`src/rtl/switch_conf_pkg.sv`:
```
// Shared types and constants for the DySER switch configuration sequencer.
// Holds the sequencer state encoding and the switch_output conf word defaults.
package switch_conf_pkg;

   typedef enum logic [2:0] {
      ST_IDLE   = 3'd0,
      ST_LOAD   = 3'd1,
      ST_WAIT_Q = 3'd2,
      ST_COMMIT = 3'd3,
      ST_ERROR  = 3'd4
   } conf_state_t;

   localparam int SW_CONF_W = 4;
   localparam logic [SW_CONF_W-1:0] SW_CONF_OFF = 4'b0000;

endpackage

```
`src/rtl/switch_conf_ctrl.sv`:
```
// Configuration sequencer for one DySER switch: shadow-loads conf words, commits when fabric is idle.
// Optional macro SWITCH_CONF_PARITY_EN enables per-word even-parity checking and the ERROR state.
module switch_conf_ctrl
   import switch_conf_pkg::*;
#(
   parameter int NUM_OUT = 8,
   parameter int CONF_W  = SW_CONF_W
) (
   input  logic                      clk,
   input  logic                      rst_n,
   input  logic                      cfg_start,
   input  logic                      cfg_valid,
   input  logic [CONF_W-1:0]         cfg_data,
   input  logic                      cfg_parity,
   output logic                      cfg_ready,
   input  logic                      fabric_idle,
   output logic [NUM_OUT*CONF_W-1:0] conf_out,
   output logic                      conf_busy,
   output logic                      conf_done,
   output logic                      conf_err
);

   localparam int CNT_W = (NUM_OUT > 1) ? $clog2(NUM_OUT) : 1;
   localparam logic [CNT_W-1:0] LAST_SLOT = CNT_W'(NUM_OUT - 1);
   localparam logic [CONF_W-1:0] OFF_WORD = CONF_W'(SW_CONF_OFF);

   conf_state_t state_reg, state_next;
   logic [CNT_W-1:0]          cnt_reg;
   logic [CONF_W-1:0]         shadow_reg [NUM_OUT];
   logic [NUM_OUT*CONF_W-1:0] shadow_flat;
   logic [NUM_OUT*CONF_W-1:0] conf_out_reg;
   logic                      conf_busy_reg, conf_done_reg;
   logic                      handshake, parity_bad, shadow_we, commit_en;
   logic                      busy_next, restart;

`ifdef SWITCH_CONF_PARITY_EN
   logic conf_err_reg;
   assign parity_bad = ^{cfg_data, cfg_parity};
   assign conf_err   = conf_err_reg;
`else
   logic unused_parity;
   assign unused_parity = cfg_parity;
   assign parity_bad    = 1'b0;
   assign conf_err      = 1'b0;
`endif

   assign handshake = cfg_valid & cfg_ready;

   always_ff @(posedge clk or negedge rst_n) begin
      if (!rst_n) begin
         state_reg <= ST_IDLE;
      end else begin
         state_reg <= state_next;
      end
   end

   always_comb begin
      state_next = state_reg;
      case (state_reg)
         ST_IDLE: begin
            if (cfg_start) state_next = ST_LOAD;
         end
         ST_LOAD: begin
            if (cfg_start)                              state_next = ST_LOAD;
            else if (handshake && parity_bad)           state_next = ST_ERROR;
            else if (handshake && cnt_reg == LAST_SLOT) state_next = ST_WAIT_Q;
         end
         ST_WAIT_Q: begin
            if (cfg_start)        state_next = ST_LOAD;
            else if (fabric_idle) state_next = ST_COMMIT;
         end
         ST_COMMIT: state_next = ST_IDLE;
         ST_ERROR: begin
            if (cfg_start) state_next = ST_LOAD;
         end
         default: state_next = ST_IDLE;
      endcase
   end

   // A commit in flight cannot be restarted, so cfg_start only counts outside COMMIT.
   always_comb begin
      cfg_ready = (state_reg == ST_LOAD) && !cfg_start;
      restart   = cfg_start && (state_reg != ST_COMMIT);
      shadow_we = handshake && !parity_bad;
      commit_en = (state_reg == ST_COMMIT);
      busy_next = (state_next == ST_LOAD) || (state_next == ST_WAIT_Q) ||
                  (state_next == ST_COMMIT);
   end

   generate
      for (genvar gi = 0; gi < NUM_OUT; gi++) begin : g_flat
         assign shadow_flat[gi*CONF_W +: CONF_W] = shadow_reg[gi];
      end
   endgenerate

   // Shadow needs no reset: a commit is only reachable after every slot is rewritten.
   always_ff @(posedge clk) begin
      if (shadow_we) shadow_reg[cnt_reg] <= cfg_data;
   end

   always_ff @(posedge clk or negedge rst_n) begin
      if (!rst_n) begin
         cnt_reg       <= '0;
         conf_out_reg  <= {NUM_OUT{OFF_WORD}};
         conf_busy_reg <= 1'b0;
         conf_done_reg <= 1'b0;
      end else begin
         if (restart) begin
            cnt_reg <= '0;
         end else if (shadow_we && cnt_reg != LAST_SLOT) begin
            cnt_reg <= cnt_reg + 1'b1;
         end
         if (commit_en) conf_out_reg <= shadow_flat;
         conf_busy_reg <= busy_next;
         conf_done_reg <= commit_en;
      end
   end

`ifdef SWITCH_CONF_PARITY_EN
   always_ff @(posedge clk or negedge rst_n) begin
      if (!rst_n) begin
         conf_err_reg <= 1'b0;
      end else begin
         conf_err_reg <= (state_next == ST_ERROR);
      end
   end
`endif

   assign conf_out  = conf_out_reg;
   assign conf_busy = conf_busy_reg;
   assign conf_done = conf_done_reg;

endmodule

```
`config.mk`:
```
export PLATFORM = sky130hd
export DESIGN_NAME = switch_conf_ctrl
export DESIGN_NICKNAME = d
export VERILOG_FILES = /design/src/rtl/switch_conf_pkg.sv /design/src/rtl/switch_conf_ctrl.sv
export SDC_FILE = /design/constraint.sdc
export NUM_CORES = 1
export LEC_CHECK = 0
export CAP_MARGIN = 40
export CORE_MARGIN = 4
export CORE_UTILIZATION = 41
export DETAILED_ROUTE_END_ITERATION = 8
export SLEW_MARGIN = 10
export SYNTH_ARGS = -nofsm -noshare
export SYNTH_HDL_FRONTEND = slang
export SYNTH_SLANG_ARGS = --single-unit
```
`constraint.sdc`:
```
create_clock -name clk -period 3.72 [get_ports clk]
set_input_delay 0.558 -clock clk [delete_from_list [all_inputs] [get_ports clk]]
set_output_delay 0.558 -clock clk [all_outputs]
set_load 0.01 [all_outputs]
```
==> reports/metrics.yaml <==
run:
  drv_cap: 0
clock_network:
  clk_pin_slew_ns: 0.07
  holdBufCountCts: 0
  cts_tree: "built"
  clkSinkCount: 72
  clock_latency_ns: 0.34
  cts_buffers: 9
  cts_root_buf: "clkbuf_8"
  post_cts_resized: 0
  post-cts-setup-buffers: 0
  cts_buffer_depth: 2
  htreeDepth: 3
layout:
  area_growth_pct: 30.5
  fin_area_um2: 3440
  drive_above_1_share_pct: 24.6
  n_fill_cell: 477
  diodes: 0
  final_nets: 218
yosys:
  syn_inst: 155
  ys_seq_area_share_pct: 74.5
  avgSynthCellArea_um2: 17.0
  synth_nets: 167
  ys_async_sr_fraction_pct: 55.6
  synthFlopType: "dfrtp_1"
  synth_top_area_share_pct: 38.0
  syn_area_um2: 2630
  yosys-top-cells-area: "dfrtp_1 38%, edfxtp_1 36%, mux2_2 14%"
  synth_common_cells: "40 x dfrtp_1, 32 x edfxtp_1, 32 x mux2_2"
  yosysTopAreaCell: "dfrtp_1"
  ys_ff_latch: 72
  synth_edf_count: 32
  synth.distinct_cells: 27
  synth.most_common_cell: "dfrtp_1"
  yosysWarnings: 0
place:
  port_buffers: 43
  dp_hpwl_um: 3380
  dpl_cell_area_um2: 3130
  globalplace.congestion: 0.738
floorplan:
  start_util_pct: 43.5
  dieHeight_um: 88.2
  row_count: 28
  io_pins: 46
  die_x_um: 88.2
  core_area_um2: 6060
  die_area_um2: 7770
drt:
  ant_nets: 0
  num_vias: 1483
  viasPerCell: 5.19
  drc_errors: 0
  drtIter0Drc: 145
  finalWirelength_um: 4690
  drtPass1Iterations: 4
  routedWlPerCell_um: 16.4
global_routing:
  grt_usage_pct: 13.6
  grt_pass1_wl_um: 7650
  grt_overflow: 0
  antenna_found_initial: 0
  grt_max_degree: 41
  grt_pass1_vias: 1505
timing:
  finalSetupViolCount: 0
  skew_ns: 0.00675
  period_needed_ns: 2.96
  finalSetupTns_ns: 0
  slew_violations: 0
  final.period_utilization_pct: 79.6
  rsz0062_at_grt: "no"
  hold_violations: 0
  slew_headroom_pct: 60.5
  whs_ns: 0.126
  tightest_slew_ns: 0.588
  max_freq_ghz: 0.338
setup_path:
  crit_fanout: 7
  regToRegEndpoint: "shadow_reg[1][1]"
  cp_cell_sequence: "clkdlybuf4s50_1 -> or4b_4 -> inv_1 -> clkdlybuf4s50_1"
  cp-end-kind: "output port"
  rrSetupSlack_ns: 1.51
  crit_top_cell: "clkdlybuf4s50_1"
  startpoint_type: "input pin"
  cp.arrival_ns: 2.40
  cp_slowest_stage_delay_ns: 0.60
  r2r_start: "state_reg[2]"
  cp_slowest_cell: "or4b_4"
  reg2reg_depth: 4
  path_class: "input pin to output port"
  crit_required_ns: 3.16
status:
  status: "completed"
pwr:
  ir_drop_mv: 0.234
  cellLeakagePower_nw: 1.41
  p_per_area_nw_per_um2: 526
hold_path:
  hp-class: "input pin to asynchronous set/reset pin"
-- per-stage QoR --
| step | utilization (%) | power [mW] | worst slack, ns | cells |
|---|---|---|---|---|
| after global placement | 51.5 | 0.972 | 0.821 | 268 |
| final | 56.7 | 1.81 | 0.758 | 286 |
| after floorplan | - | 0.911 | 1.60 | 155 |
| after global routing | 56.7 | 1.87 | 0.694 | 286 |
| after detailed placement | 51.7 | 0.976 | 0.781 | 269 |
| after CTS | 56.4 | 1.83 | 0.766 | 285 |
-- layout by cell type (no fill, tap or decap), types with 4 or more instances in the layout --
| cell | count |
|---|---|
| o21ai_0 | 4 |
| nand2b_1 | 4 |
| clkbuf_8 | 9 |
| edfxtp_1 | 32 |
| a21oi_1 | 4 |
| bufinv_16 | 5 |
| mux2_2 | 32 |
| nor2_1 | 6 |
| dfrtp_1 | 40 |
| clkdlybuf4s50_1 | 42 |
-- report_power, final --
part           internal, mW  switching [mW]  total, mW
Sequential            0.853          0.0105      0.863
Combinational        0.0535          0.0434     0.0969
Clock                 0.580           0.269      0.849
-- kinds of logic after synthesis --
group / after synthesis / share of synthesized area (%)
flops: 72 / 74.5
fa+ha+maj: 2 / 0.950
compound gates: 12 / 2.76
mux: 32 / 13.7
simple gates: 28 / 6.13
buf+inv: 8 / 1.85
other cells: 1 / 0.142
-- worst max-delay path by stage --
stage / startpoint / end / slack [ns] / cells after the start
final: cfg_start / cfg_ready / 0.76 / 4
after CTS: cfg_start / cfg_ready / 0.77 / 4
after floorplan: cfg_start / shadow_reg[0][0] / 1.60 / 4
after detailed placement: cfg_start / cfg_ready / 0.78 / 4
after global placement: cfg_start / cfg_ready / 0.82 / 4
after global routing: cfg_start / cfg_ready / 0.69 / 4
-- final cells by class --
class | count | area, um^2 | area share [%]
Sequential cell | 72 | 1960 | 57.1
Multi-Input combinational cell | 75 | 623 | 18.1
Timing Repair Buffer | 46 | 468 | 13.6
Clock inverter | 6 | 155 | 4.51
Clock buffer | 10 | 128 | 3.71
Tap cell | 75 | 93.8 | 2.73
Inverter | 2 | 7.51 | 0.218
-- critical path, delay by kind of cell --
family	cells	cell delay, ns
AND/OR/NAND/NOR	1	0.60
buffers and inverters	3	1.25
-- metal layers --
layer	routed length [um]	vias up	GRT usage, %
li1	-	666	-
met1	1980	764	16.7
met2	2380	43	21.8
met3	269	10	4.14
met4	73	0	6.59
met5	0	-	0
Power figures use the tool's default switching activity.
